<file path="src/rtl/mcu_debug_pkg.sv">
`default_nettype none
// ============================================================================
//  Module   : mcu_debug_pkg
//  Purpose  : Shared types and helpers for the MCU debug adapter: FSM states,
//             priority-encoded command, big-endian byte-lane helpers.
//  Revision : 1.0  initial release
// ============================================================================
package mcu_debug_pkg;

  localparam int RF_DEPTH = 32;

  typedef enum logic [2:0] {
    S_IDLE     = 3'd0,
    S_DRAIN    = 3'd1,
    S_REG      = 3'd2,
    S_MEM_REQ  = 3'd3,
    S_MEM_WAIT = 3'd4,
    S_RST_HOLD = 3'd5,
    S_DONE     = 3'd6
  } state_t;

  typedef enum logic [2:0] {
    CMD_NOP    = 3'd0,
    CMD_PAUSE  = 3'd1,
    CMD_RESUME = 3'd2,
    CMD_RESET  = 3'd3,
    CMD_REG_RD = 3'd4,
    CMD_REG_WR = 3'd5,
    CMD_MEM_RD = 3'd6,
    CMD_MEM_WR = 3'd7
  } cmd_t;

  // Highest-priority strobe wins when the controller raises several at once.
  function automatic cmd_t decode_cmd(input logic p, input logic r, input logic rs,
                                      input logic rr, input logic rw,
                                      input logic mr, input logic mw);
    cmd_t c;
    if (p)       c = CMD_PAUSE;
    else if (r)  c = CMD_RESUME;
    else if (rs) c = CMD_RESET;
    else if (rr) c = CMD_REG_RD;
    else if (rw) c = CMD_REG_WR;
    else if (mr) c = CMD_MEM_RD;
    else if (mw) c = CMD_MEM_WR;
    else         c = CMD_NOP;
    return c;
  endfunction

  // State entered once the pipeline is known to be drained.
  function automatic state_t exec_state(input cmd_t c);
    state_t s;
    case (c)
      CMD_REG_RD, CMD_REG_WR: s = S_REG;
      CMD_MEM_RD, CMD_MEM_WR: s = S_MEM_REQ;
      default:                s = S_DONE;
    endcase
    return s;
  endfunction

  // Big-endian lanes: byte offset 0 lives in bits [31:24].
  function automatic logic [3:0] lane_be(input logic [1:0] off);
    return 4'b1000 >> off;
  endfunction

  function automatic logic [7:0] lane_byte(input logic [31:0] w, input logic [1:0] off);
    logic [7:0] b;
    case (off)
      2'd0:    b = w[31:24];
      2'd1:    b = w[23:16];
      2'd2:    b = w[15:8];
      default: b = w[7:0];
    endcase
    return b;
  endfunction

endpackage
`default_nettype wire

</file>
<file path="src/rtl/mcu_debug_adapter_if.sv">
`default_nettype none
// ============================================================================
//  Module   : mcu_debug_adapter_if
//  Purpose  : Command/response link between mcu_controller (master) and the
//             debug adapter (slave).
//  Revision : 1.0  initial release
// ============================================================================
interface mcu_debug_adapter_if;
  logic        valid;
  logic        pause;
  logic        resume;
  logic        reset;
  logic        reg_rd;
  logic        reg_wr;
  logic        mem_rd;
  logic        mem_wr;
  logic        mem_rw_byte;
  logic [31:0] addr;
  logic [31:0] d_in;
  logic        mcu_busy;
  logic [31:0] d_rd;
  logic        error;

  modport master (
    output valid, pause, resume, reset, reg_rd, reg_wr, mem_rd, mem_wr,
           mem_rw_byte, addr, d_in,
    input  mcu_busy, d_rd, error
  );

  modport slave (
    input  valid, pause, resume, reset, reg_rd, reg_wr, mem_rd, mem_wr,
           mem_rw_byte, addr, d_in,
    output mcu_busy, d_rd, error
  );
endinterface
`default_nettype wire

</file>
<file path="src/rtl/db_byte_lane.sv">
`default_nettype none
// ============================================================================
//  Module   : db_byte_lane
//  Purpose  : Byte-lane steering for the memory port: byte enables, write-data
//             replication and zero-extended read-byte extraction.
//  Revision : 1.0  initial release
// ============================================================================
module db_byte_lane
  import mcu_debug_pkg::*;
(
  input  logic [1:0]  offset,
  input  logic        is_byte,
  input  logic [31:0] wdata_in,
  input  logic [31:0] rdata_in,
  output logic [3:0]  be,
  output logic [31:0] wdata_out,
  output logic [31:0] rdata_out
);

  assign be = is_byte ? lane_be(offset) : 4'hF;

  // Byte writes put the low data byte on every lane; be picks the one that lands.
  generate
    for (genvar i = 0; i < 4; i++) begin : g_lane
      assign wdata_out[8*i +: 8] = is_byte ? wdata_in[7:0] : wdata_in[8*i +: 8];
    end
  endgenerate

  assign rdata_out = is_byte ? {24'h0, lane_byte(rdata_in, offset)} : rdata_in;

endmodule
`default_nettype wire

</file>
<file path="src/rtl/mcu_debug_adapter.sv">
`default_nettype none
// ============================================================================
//  Module   : mcu_debug_adapter
//  Purpose  : Executes controller debug commands against the MCU: pipeline
//             stall/drain, reset pulse, register-file port, handshaked memory.
//  Revision : 1.0  initial release
// ============================================================================
module mcu_debug_adapter
  import mcu_debug_pkg::*;
#(
  parameter int RESET_CYCLES  = 16,
  parameter int MEM_TIMEOUT   = 1024,
  parameter int DRAIN_TIMEOUT = 256
)(
  input  logic                 clk,
  input  logic                 rst_n,
  mcu_debug_adapter_if.slave   ctrl,
  output logic                 cpu_stall,
  output logic                 cpu_reset,
  input  logic                 cpu_idle,
  output logic [4:0]           rf_addr,
  output logic                 rf_we,
  output logic [31:0]          rf_wdata,
  input  logic [31:0]          rf_rdata,
  output logic [31:0]          mem_addr,
  output logic [31:0]          mem_wdata,
  output logic [3:0]           mem_be,
  output logic                 mem_re,
  output logic                 mem_we,
  input  logic                 mem_ack,
  input  logic [31:0]          mem_rdata
);

  localparam int CNT_MAX_MD = (MEM_TIMEOUT > DRAIN_TIMEOUT) ? MEM_TIMEOUT : DRAIN_TIMEOUT;
  localparam int CNT_MAX    = (CNT_MAX_MD > RESET_CYCLES) ? CNT_MAX_MD : RESET_CYCLES;
  localparam int CNT_W      = $clog2(CNT_MAX + 1);

  state_t             state;
  cmd_t               cmd_q;
  logic [31:0]        addr_q;
  logic [31:0]        d_in_q;
  logic               byte_q;
  logic               paused;
  logic               short_q;   // op reached DONE straight from IDLE: hold DONE one extra cycle
  logic [CNT_W-1:0]   cnt;
  logic [31:0]        d_rd_q;
  logic               error_q;

  cmd_t               cmd_in;
  state_t             exec_in;
  logic               bad_in;
  logic               req_active;
  logic [3:0]         lane_be_w;
  logic [31:0]        lane_wdata;
  logic [31:0]        lane_rdata;

  assign cmd_in  = decode_cmd(ctrl.pause, ctrl.resume, ctrl.reset, ctrl.reg_rd,
                              ctrl.reg_wr, ctrl.mem_rd, ctrl.mem_wr);
  assign exec_in = exec_state(cmd_in);

  // Reject out-of-range register indices and misaligned word accesses up front.
  always_comb begin
    bad_in = 1'b0;
    case (cmd_in)
      CMD_REG_RD, CMD_REG_WR: bad_in = (ctrl.addr >= 32'(RF_DEPTH));
      CMD_MEM_RD, CMD_MEM_WR: bad_in = !ctrl.mem_rw_byte && (ctrl.addr[1:0] != 2'b00);
      default:                bad_in = 1'b0;
    endcase
  end

  db_byte_lane u_lane (
    .offset    (addr_q[1:0]),
    .is_byte   (byte_q),
    .wdata_in  (d_in_q),
    .rdata_in  (mem_rdata),
    .be        (lane_be_w),
    .wdata_out (lane_wdata),
    .rdata_out (lane_rdata)
  );

  assign req_active = (state == S_MEM_REQ) || (state == S_MEM_WAIT);

  assign ctrl.mcu_busy = (state != S_IDLE);
  assign ctrl.d_rd     = d_rd_q;
  assign ctrl.error    = error_q;

  assign cpu_stall = paused || (state == S_DRAIN) || (state == S_REG) || req_active;
  assign cpu_reset = (state == S_RST_HOLD);

  assign rf_addr   = addr_q[4:0];
  assign rf_wdata  = d_in_q;
  assign rf_we     = (state == S_REG) && (cmd_q == CMD_REG_WR) && (addr_q[4:0] != 5'd0);

  assign mem_addr  = {addr_q[31:2], 2'b00};
  assign mem_wdata = lane_wdata;
  assign mem_be    = req_active ? lane_be_w : 4'h0;
  assign mem_re    = req_active && (cmd_q == CMD_MEM_RD);
  assign mem_we    = req_active && (cmd_q == CMD_MEM_WR);

  // Command FSM with its counters and the d_rd/error result registers.
  always_ff @(posedge clk or negedge rst_n) begin
    if (!rst_n) begin
      state   <= S_IDLE;
      cmd_q   <= CMD_NOP;
      addr_q  <= '0;
      d_in_q  <= '0;
      byte_q  <= 1'b0;
      paused  <= 1'b0;
      short_q <= 1'b0;
      cnt     <= '0;
      d_rd_q  <= '0;
      error_q <= 1'b0;
    end else begin
      case (state)
        S_IDLE: begin
          if (ctrl.valid) begin
            cmd_q   <= cmd_in;
            addr_q  <= ctrl.addr;
            d_in_q  <= ctrl.d_in;
            byte_q  <= ctrl.mem_rw_byte;
            error_q <= 1'b0;
            cnt     <= '0;
            short_q <= 1'b0;
            if (bad_in) begin
              error_q <= 1'b1;
              short_q <= 1'b1;
              state   <= S_DONE;
            end else begin
              case (cmd_in)
                CMD_NOP: begin
                  short_q <= 1'b1;
                  state   <= S_DONE;
                end
                CMD_RESUME: begin
                  paused  <= 1'b0;
                  short_q <= 1'b1;
                  state   <= S_DONE;
                end
                CMD_RESET: state <= S_RST_HOLD;
                default: begin
                  if (cmd_in == CMD_PAUSE) paused <= 1'b1;
                  if (!cpu_idle) begin
                    state <= S_DRAIN;
                  end else begin
                    state   <= exec_in;
                    short_q <= (exec_in == S_DONE);
                  end
                end
              endcase
            end
          end
        end

        S_DRAIN: begin
          if (cpu_idle) begin
            cnt   <= '0;
            state <= exec_state(cmd_q);
          end else if (cnt == CNT_W'(DRAIN_TIMEOUT - 1)) begin
            error_q <= 1'b1;
            state   <= S_DONE;
          end else begin
            cnt <= cnt + 1'b1;
          end
        end

        S_REG: begin
          if (cmd_q == CMD_REG_RD)
            d_rd_q <= (addr_q[4:0] == 5'd0) ? 32'h0 : rf_rdata;
          state <= S_DONE;
        end

        S_MEM_REQ, S_MEM_WAIT: begin
          if (mem_ack) begin
            if (cmd_q == CMD_MEM_RD) d_rd_q <= lane_rdata;
            state <= S_DONE;
          end else if (cnt == CNT_W'(MEM_TIMEOUT - 1)) begin
            error_q <= 1'b1;
            state   <= S_DONE;
          end else begin
            cnt   <= cnt + 1'b1;
            state <= S_MEM_WAIT;
          end
        end

        S_RST_HOLD: begin
          if (cnt == CNT_W'(RESET_CYCLES - 1)) state <= S_DONE;
          else                                 cnt   <= cnt + 1'b1;
        end

        S_DONE: begin
          if (short_q) short_q <= 1'b0;
          else         state   <= S_IDLE;
        end

        default: state <= S_IDLE;
      endcase
    end
  end

endmodule
`default_nettype wire

</file>
<file path="src/flat_wrapper.sv">
// flat-port wrapper written by rule: the top's interface ports become plain ports
module mcu_debug_adapter_flat import mcu_debug_pkg::*;
#(
  parameter int RESET_CYCLES  = 16,
  parameter int MEM_TIMEOUT   = 1024,
  parameter int DRAIN_TIMEOUT = 256
)
  (clk, rst_n, cpu_stall, cpu_reset, cpu_idle, rf_addr, rf_we, rf_wdata, rf_rdata, mem_addr, mem_wdata, mem_be, mem_re, mem_we, mem_ack, mem_rdata, ctrl_valid, ctrl_pause, ctrl_resume, ctrl_reset, ctrl_reg_rd, ctrl_reg_wr, ctrl_mem_rd, ctrl_mem_wr, ctrl_mem_rw_byte, ctrl_addr, ctrl_d_in, ctrl_mcu_busy, ctrl_d_rd, ctrl_error);
  mcu_debug_adapter_if ctrl_i ();
  input  logic clk;
  input  logic rst_n;
  output logic cpu_stall;
  output logic cpu_reset;
  input  logic cpu_idle;
  output logic [4:0] rf_addr;
  output logic rf_we;
  output logic [31:0] rf_wdata;
  input  logic [31:0] rf_rdata;
  output logic [31:0] mem_addr;
  output logic [31:0] mem_wdata;
  output logic [3:0] mem_be;
  output logic mem_re;
  output logic mem_we;
  input  logic mem_ack;
  input  logic [31:0] mem_rdata;
  input wire logic [$bits(ctrl_i.valid)-1:0] ctrl_valid;
  input wire logic [$bits(ctrl_i.pause)-1:0] ctrl_pause;
  input wire logic [$bits(ctrl_i.resume)-1:0] ctrl_resume;
  input wire logic [$bits(ctrl_i.reset)-1:0] ctrl_reset;
  input wire logic [$bits(ctrl_i.reg_rd)-1:0] ctrl_reg_rd;
  input wire logic [$bits(ctrl_i.reg_wr)-1:0] ctrl_reg_wr;
  input wire logic [$bits(ctrl_i.mem_rd)-1:0] ctrl_mem_rd;
  input wire logic [$bits(ctrl_i.mem_wr)-1:0] ctrl_mem_wr;
  input wire logic [$bits(ctrl_i.mem_rw_byte)-1:0] ctrl_mem_rw_byte;
  input wire logic [$bits(ctrl_i.addr)-1:0] ctrl_addr;
  input wire logic [$bits(ctrl_i.d_in)-1:0] ctrl_d_in;
  output wire logic [$bits(ctrl_i.mcu_busy)-1:0] ctrl_mcu_busy;
  output wire logic [$bits(ctrl_i.d_rd)-1:0] ctrl_d_rd;
  output wire logic [$bits(ctrl_i.error)-1:0] ctrl_error;
  assign ctrl_i.valid = ctrl_valid;
  assign ctrl_i.pause = ctrl_pause;
  assign ctrl_i.resume = ctrl_resume;
  assign ctrl_i.reset = ctrl_reset;
  assign ctrl_i.reg_rd = ctrl_reg_rd;
  assign ctrl_i.reg_wr = ctrl_reg_wr;
  assign ctrl_i.mem_rd = ctrl_mem_rd;
  assign ctrl_i.mem_wr = ctrl_mem_wr;
  assign ctrl_i.mem_rw_byte = ctrl_mem_rw_byte;
  assign ctrl_i.addr = ctrl_addr;
  assign ctrl_i.d_in = ctrl_d_in;
  assign ctrl_mcu_busy = ctrl_i.mcu_busy;
  assign ctrl_d_rd = ctrl_i.d_rd;
  assign ctrl_error = ctrl_i.error;
  mcu_debug_adapter #(.RESET_CYCLES(RESET_CYCLES), .MEM_TIMEOUT(MEM_TIMEOUT), .DRAIN_TIMEOUT(DRAIN_TIMEOUT)) u_core (.clk(clk), .rst_n(rst_n), .ctrl(ctrl_i), .cpu_stall(cpu_stall), .cpu_reset(cpu_reset), .cpu_idle(cpu_idle), .rf_addr(rf_addr), .rf_we(rf_we), .rf_wdata(rf_wdata), .rf_rdata(rf_rdata), .mem_addr(mem_addr), .mem_wdata(mem_wdata), .mem_be(mem_be), .mem_re(mem_re), .mem_we(mem_we), .mem_ack(mem_ack), .mem_rdata(mem_rdata));
endmodule
</file>
<file path="config.mk">
export PLATFORM = sky130hd
export DESIGN_NAME = mcu_debug_adapter_flat
export DESIGN_NICKNAME = d
export VERILOG_FILES = /design/src/rtl/mcu_debug_pkg.sv /design/src/rtl/mcu_debug_adapter_if.sv /design/src/rtl/db_byte_lane.sv /design/src/rtl/mcu_debug_adapter.sv /design/src/flat_wrapper.sv
export SDC_FILE = /design/constraint.sdc
export NUM_CORES = 1
export LEC_CHECK = 0
export CAP_MARGIN = 20
export CORE_MARGIN = 1
export CORE_UTILIZATION = 40
export DETAILED_ROUTE_END_ITERATION = 8
export PLACE_DENSITY = 0.75
export REMOVE_ABC_BUFFERS = 1
export SYNTH_ARGS = -nofsm -noshare
export SYNTH_HDL_FRONTEND = slang
export SYNTH_SLANG_ARGS = --single-unit
</file>
<file path="constraint.sdc">
create_clock -name clk -period 6.5 [get_ports clk]
set_input_delay 1.3 -clock clk [delete_from_list [all_inputs] [get_ports clk]]
set_output_delay 1.3 -clock clk [all_outputs]
set_load 0.01 [all_outputs]
</file>
# == Word-level counts from Yosys, hierarchy flattened ==
# Cells that the tools add are included.
# totals
regBits,117
out_inout_bits,144
word_cells,142
# op_classes
eq_ne,37
n_addsub,1
order_cmp,1
shift,1
muxes,54
bitwise,2
n_reduce_logical,36
# op_table
operator,count
32-bit 2-to-1 mux,5
11-bit 2-to-1 mux,6
32-bit one-hot mux with 2 select lines,1
3-bit 2-to-1 mux,15
11-bit one-hot mux with 4 select lines,1
3-bit == test (second input constant),12
32-bit by 6-bit greater-or-equal comparator with 1-bit output (second input constant),1
8-bit 2-to-1 mux,3
8-bit one-hot mux with 3 select lines,1
2-bit != test (second input constant),9
3-bit one-hot mux with 2 select lines,3
3-bit one-hot mux with 6 select lines,1
2-bit OR reduction,7
3-bit by 2-bit == test with 1-bit output (second input constant),4
6-bit AND reduction,2
11-bit by 1-bit adder with 11-bit output (second input constant),1
11-bit by 10-bit == test with 1-bit output (second input constant),1
11-bit by 4-bit == test with 1-bit output (second input constant),1
11-bit by 8-bit == test with 1-bit output (second input constant),1
1-bit 2-to-1 mux,10
4-bit 2-to-1 mux,2
1-bit one-hot mux with 2 select lines,4
4-bit AND reduction,2
2-bit nonzero test,4
other kinds (20),35

# == Logic depth before layout (Yosys ltp) ==
# logic_depth
word_depth,16
mapped_depth,9
ltp_nobuf,7

# == Cells and area by module ==
# Synthesis repeated with hierarchy kept, for this count alone.
# unflattened
hier_cells,761
hier_area_um2,6256.0
# by_module_without_submodules
module,area_each_um2,instances,seq_area_each_um2,cells_per_inst
mcu_debug_adapter,5380.2,1,2927.8,623
db_byte_lane,875.8,1,0.0,138

# == Least setup slack after synthesis ==
# Ideal clock, no wire load.
# synth_path
kind,flip-flop to output port
from,register u_core.state[2]
to,output port mem_re
required_time_ps,5200
stages_incl_launch_ff,6
path_slack_ps,3797
arrival_ps,1403
cell_sequence,dfrtp_1 buf_2 o21ai_0 clkbuf_1 nand3_1 nor2_1
# synth_between
elab_chain_len,3
# synth_lines
item,line,text
from (decl),mcu_debug_adapter.sv:38,state_t state;
from (signal assigned),mcu_debug_adapter.sv:145,state <= exec_in;
from (signal assigned),mcu_debug_adapter.sv:157,state <= exec_state(cmd_q);
3-bit by 2-bit == test with 1-bit output / 3-bit == test (equally long branches),mcu_debug_adapter.sv:81,assign req_active = (state == S_MEM_REQ) || (state == S_MEM_WAIT);
1-bit logical OR *,mcu_debug_adapter.sv:81,
1-bit logical AND *,mcu_debug_adapter.sv:97,assign mem_re = req_active && (cmd_q == CMD_MEM_RD);
to (decl),flat_wrapper.sv:22,output logic mem_re;
# Every way passes the cells marked *; elsewhere a longest branch is shown, timed or not.

# == Final worst setup path ==
# layout_path
from,register u_core.state[0]
to,output port mem_re
# The elaborated chain is that of the path after synthesis.

==> results.md <==
- Portion of the clock cycle consumed by the worst path in the final layout: 67.2%
- Worst-Skew Late Latency: 0.42 ns
- Inst Count DP: 1,128
- Final core utilization: 64.8%
- Result of the run: finished clean
- Placer Congestion: 0.868
- Final #Nets: 1,106
- Capturing element type of the critical path: output port
- Average footprint of a synthesized cell: 8.37 um^2
- Path length in cells of the critical path: 5
- Asr flop ratio synth: 100%
- Starting density of the core: 41.1%
- Number of slew-limit violations in the final report: 0
- Arrival time of the worst setup path: 3.07 ns
- R2R Path End: u_core.cnt[2]
- R2R Path Start: u_core.state[0]
- Primary FF master, synth: dfrtp_1
- Number of standard cells in the final layout excluding fillers: 1,161
- Clock buffer depth: 2
- Largest fanout of any net on the critical path: 21
- Depth of the worst register-to-register path: 5
- Antenna diodes: 0
- Path category of the worst min-delay check: flop to flop
- Headroom to the max-slew limit: 29.5%
- Type of origin of the critical path: flop
- Critical setup path kind: flop to output port
- Register-to-register path setup slack: 3.52 ns
- Mapped Area: 0.00598 mm^2
- Sum of overflow across all layers after global routing: 0
- First DRT Iteration DRCs: 401
- Vias after detailed routing: 6,011
- Die W: 124 um
- Worst hold slack: 0.472 ns
- Number of hold-slack violations in the final timing report: 0
- Clock tree sinks: 117
- Clock buffers created by TritonCTS: 17
- H-tree depth reported by CTS: 4
- Number of antenna violations at the first check in global routing: 0
- Maximum single-stage delay on the critical path: 0.80 ns
- Worst Path Buf+Inv: 1
- FF+latch count, synth: 117
- Std-Cell Rows: 44
- Number of synthesized flops with an enable pin: 0
- 1st-pass router iterations: 5
- Max-cap check violation count: 0
- Proportion of synthesized chip area in sequential cells: 49.0%
- Routed wire per std cell: 17.0 um
- Peak clock frequency supported by timing: 0.229 GHz
- Area added between synthesis and finish: 57.6%
- Remaining DRCs: 0
- Worst hold path cell count: 2
- Vias in the first global route: 5,677
- Worst voltage drop across the vdd grid: 209 uV
- IO Count: 285
- Count of endpoints failing setup in the final report: 0
- Count of hold buffers inserted by post-cts repair: 0
- Die area: 0.0154 mm^2
- Via density per instance: 5.18
- Total of warnings raised by yosys: 0
- CTS tree: built
- HPWL Detailed: 14.4 mm
- Maximum number of pins on one net before global-route repair: 80
- DRT Wirelength: 19.7 mm
- Wire length of the first global-routing pass: 31.6 mm
- Cell with the largest stage delay on the worst path: o21ai_1
- Number of cells produced by synthesis: 714
- Core area: 0.0145 mm^2
- Leakage power total: 4.05 nW
- Share of layout cells above drive strength 1: 6.55%
- Gates resized, CTS repair: 0
- Synth cell types: 53
- Measured slew at the worst slew-check pin: 1.06 ns
- CP endpoint: mem_re
- Minimum clock period after layout: 4.37 ns
- Die span in y: 124 um
- Power density relative to cell area: 470 mW/mm^2
- Cells traversed along the worst timing path: nand2_1, o21ai_1, nand3_1, nor2_1, clkdlybuf4s50_1
- RSZ-0062 raised after global routing: no
- Worst clock skew: 0.00734 ns
- Clock tree root driver cell: clkbuf_16
- Final TNS setup: 0 ns
- Top delay family on crit path: compound AO/OA/AOI/OAI gates
- Source of the critical timing path: u_core.state[0]
- Count of buffers inserted at the top-level ports: 282
- Worst endpoint required time: 5.20 ns
- Clock slew at reported path FFs: 0.06 ns
- Total track usage: 26.1%
- Antenna viol nets, final: 0
- Number of buffers inserted by post-CTS setup repair: 0
-- worst reg2reg max path: cells and delay by family (launching register included) --
| family | cells | cell delay, ns |
|---|---|---|
| AO/OA/AOI/OAI | 3 | 1.50 |
| AND/OR/NAND/NOR | 2 | 0.63 |
| flip-flops | 1 | 0.73 |
-- state kept, by name, indices dropped and copies added (netlist names) --
register and cells:
u_core.addr_q 32, u_core.ctrl.d_rd 32, u_core.rf_wdata 32, u_core.cnt 11
u_core.cmd_q 3, u_core.state 3, u_core.byte_q 1, u_core.ctrl.error 1
u_core.paused 1, u_core.short_q 1
-- Yosys cell counts, types with 2 or more instances --
| master | instances | area [um^2] |
|---|---|---|
| nand3_1 | 9 | 45.0 |
| o2bb2ai_1 | 2 | 17.5 |
| nand2b_1 | 11 | 68.8 |
| and2_1 | 2 | 12.5 |
| buf_1 | 2 | 7.51 |
| nand2_1 | 215 | 807 |
| o31ai_1 | 3 | 22.5 |
| nand4b_1 | 2 | 17.5 |
| nor3_1 | 6 | 30.0 |
| and3_1 | 4 | 25.0 |
| nor2_1 | 20 | 75.1 |
| mux2_2 | 8 | 90.1 |
| buf_4 | 14 | 105 |
| buf_2 | 11 | 55.1 |
| a21oi_1 | 14 | 70.1 |
| o22ai_1 | 10 | 62.6 |
| a22oi_1 | 25 | 188 |
| o31ai_2 | 6 | 75.1 |
| dfrtp_1 | 117 | 2930 |
| o21ai_1 | 36 | 180 |
| and4_1 | 2 | 17.5 |
| o211ai_1 | 9 | 67.6 |
| nand4_1 | 2 | 12.5 |
| clkbuf_1 | 31 | 116 |
| a21boi_1 | 9 | 67.6 |
| o21bai_1 | 2 | 15.0 |
| o22a_1 | 3 | 26.3 |
| o21ai_0 | 63 | 315 |
| a21o_1 | 3 | 22.5 |
| nor2b_1 | 5 | 31.3 |
| o21a_1 | 2 | 15.0 |
| nor4_1 | 11 | 68.8 |
| a31oi_1 | 6 | 37.5 |
| inv_1 | 30 | 113 |
-- routing by layer --
| metal | track usage (%) | vias up | wire length (um) |
|---|---|---|---|
| met5 | 0 | - | 0 |
| met4 | 8.79 | 0 | 435 |
| met3 | 7.09 | 31 | 1370 |
| met2 | 42.9 | 252 | 9790 |
| met1 | 33.0 | 2796 | 8130 |
| li1 | - | 2932 | - |
-- worst min-delay path by stage --
| stage | endpoint | startpoint |
|---|---|---|
| floorplan | u_core.paused | u_core.paused |
| global placement | u_core.addr_q[30] | u_core.addr_q[30] |
| detailed placement | u_core.addr_q[9] | u_core.addr_q[9] |
| CTS | u_core.addr_q[9] | u_core.addr_q[9] |
| global route | u_core.addr_q[28] | u_core.addr_q[28] |
| finish | u_core.addr_q[9] | u_core.addr_q[9] |
-- per-stage QoR --
step	setup WS (ns)	instance area, um^2	total power [mW]
CTS	2.18	9400	4.45
floorplan	3.20	5690	2.25
global placement	2.69	8790	3.47
global route	1.91	9420	4.71
detailed placement	2.62	8810	3.51
finish	2.13	9420	4.43
-- cells by family after synthesis --
family,share of synthesized area [%]
mux,1.51
buf+inv,6.88
flops,49.0
compound gates,21.2
other cells,0.0627
fa+ha+maj,0.209
simple gates,21.2
-- cell usage in the layout, fill, tap and decap left out, types with 11 or more instances in the layout --
master / synthesis / layout
nor2_1: 20 / 18
o21ai_1: 36 / 37
a22oi_1: 25 / 25
dfrtp_1: 117 / 117
nand2_1: 215 / 215
clkbuf_16: 0 / 17
a21oi_1: 14 / 14
nand2b_1: 11 / 11
clkdlybuf4s50_1: 0 / 281
nor4_1: 11 / 11
inv_1: 30 / 30
o21ai_0: 63 / 62
-- where the power goes --
group	total [mW]	internal, mW	switching [mW]
clock network	0.928	0.575	0.353
registers	1.29	1.02	0.272
logic	2.21	1.13	1.07
total	4.43	2.73	1.70
-- final cells by class --
cell class / count / area [um^2]
fill: 1208 / 5110
sequential: 117 / 2930
timing repair buffer: 289 / 2910
multi-input combinational: 508 / 2660
clock buffer: 18 / 439
tap: 184 / 230
clock inverter: 14 / 150
inverter: 31 / 116
(Power assumes the default switching activity.)
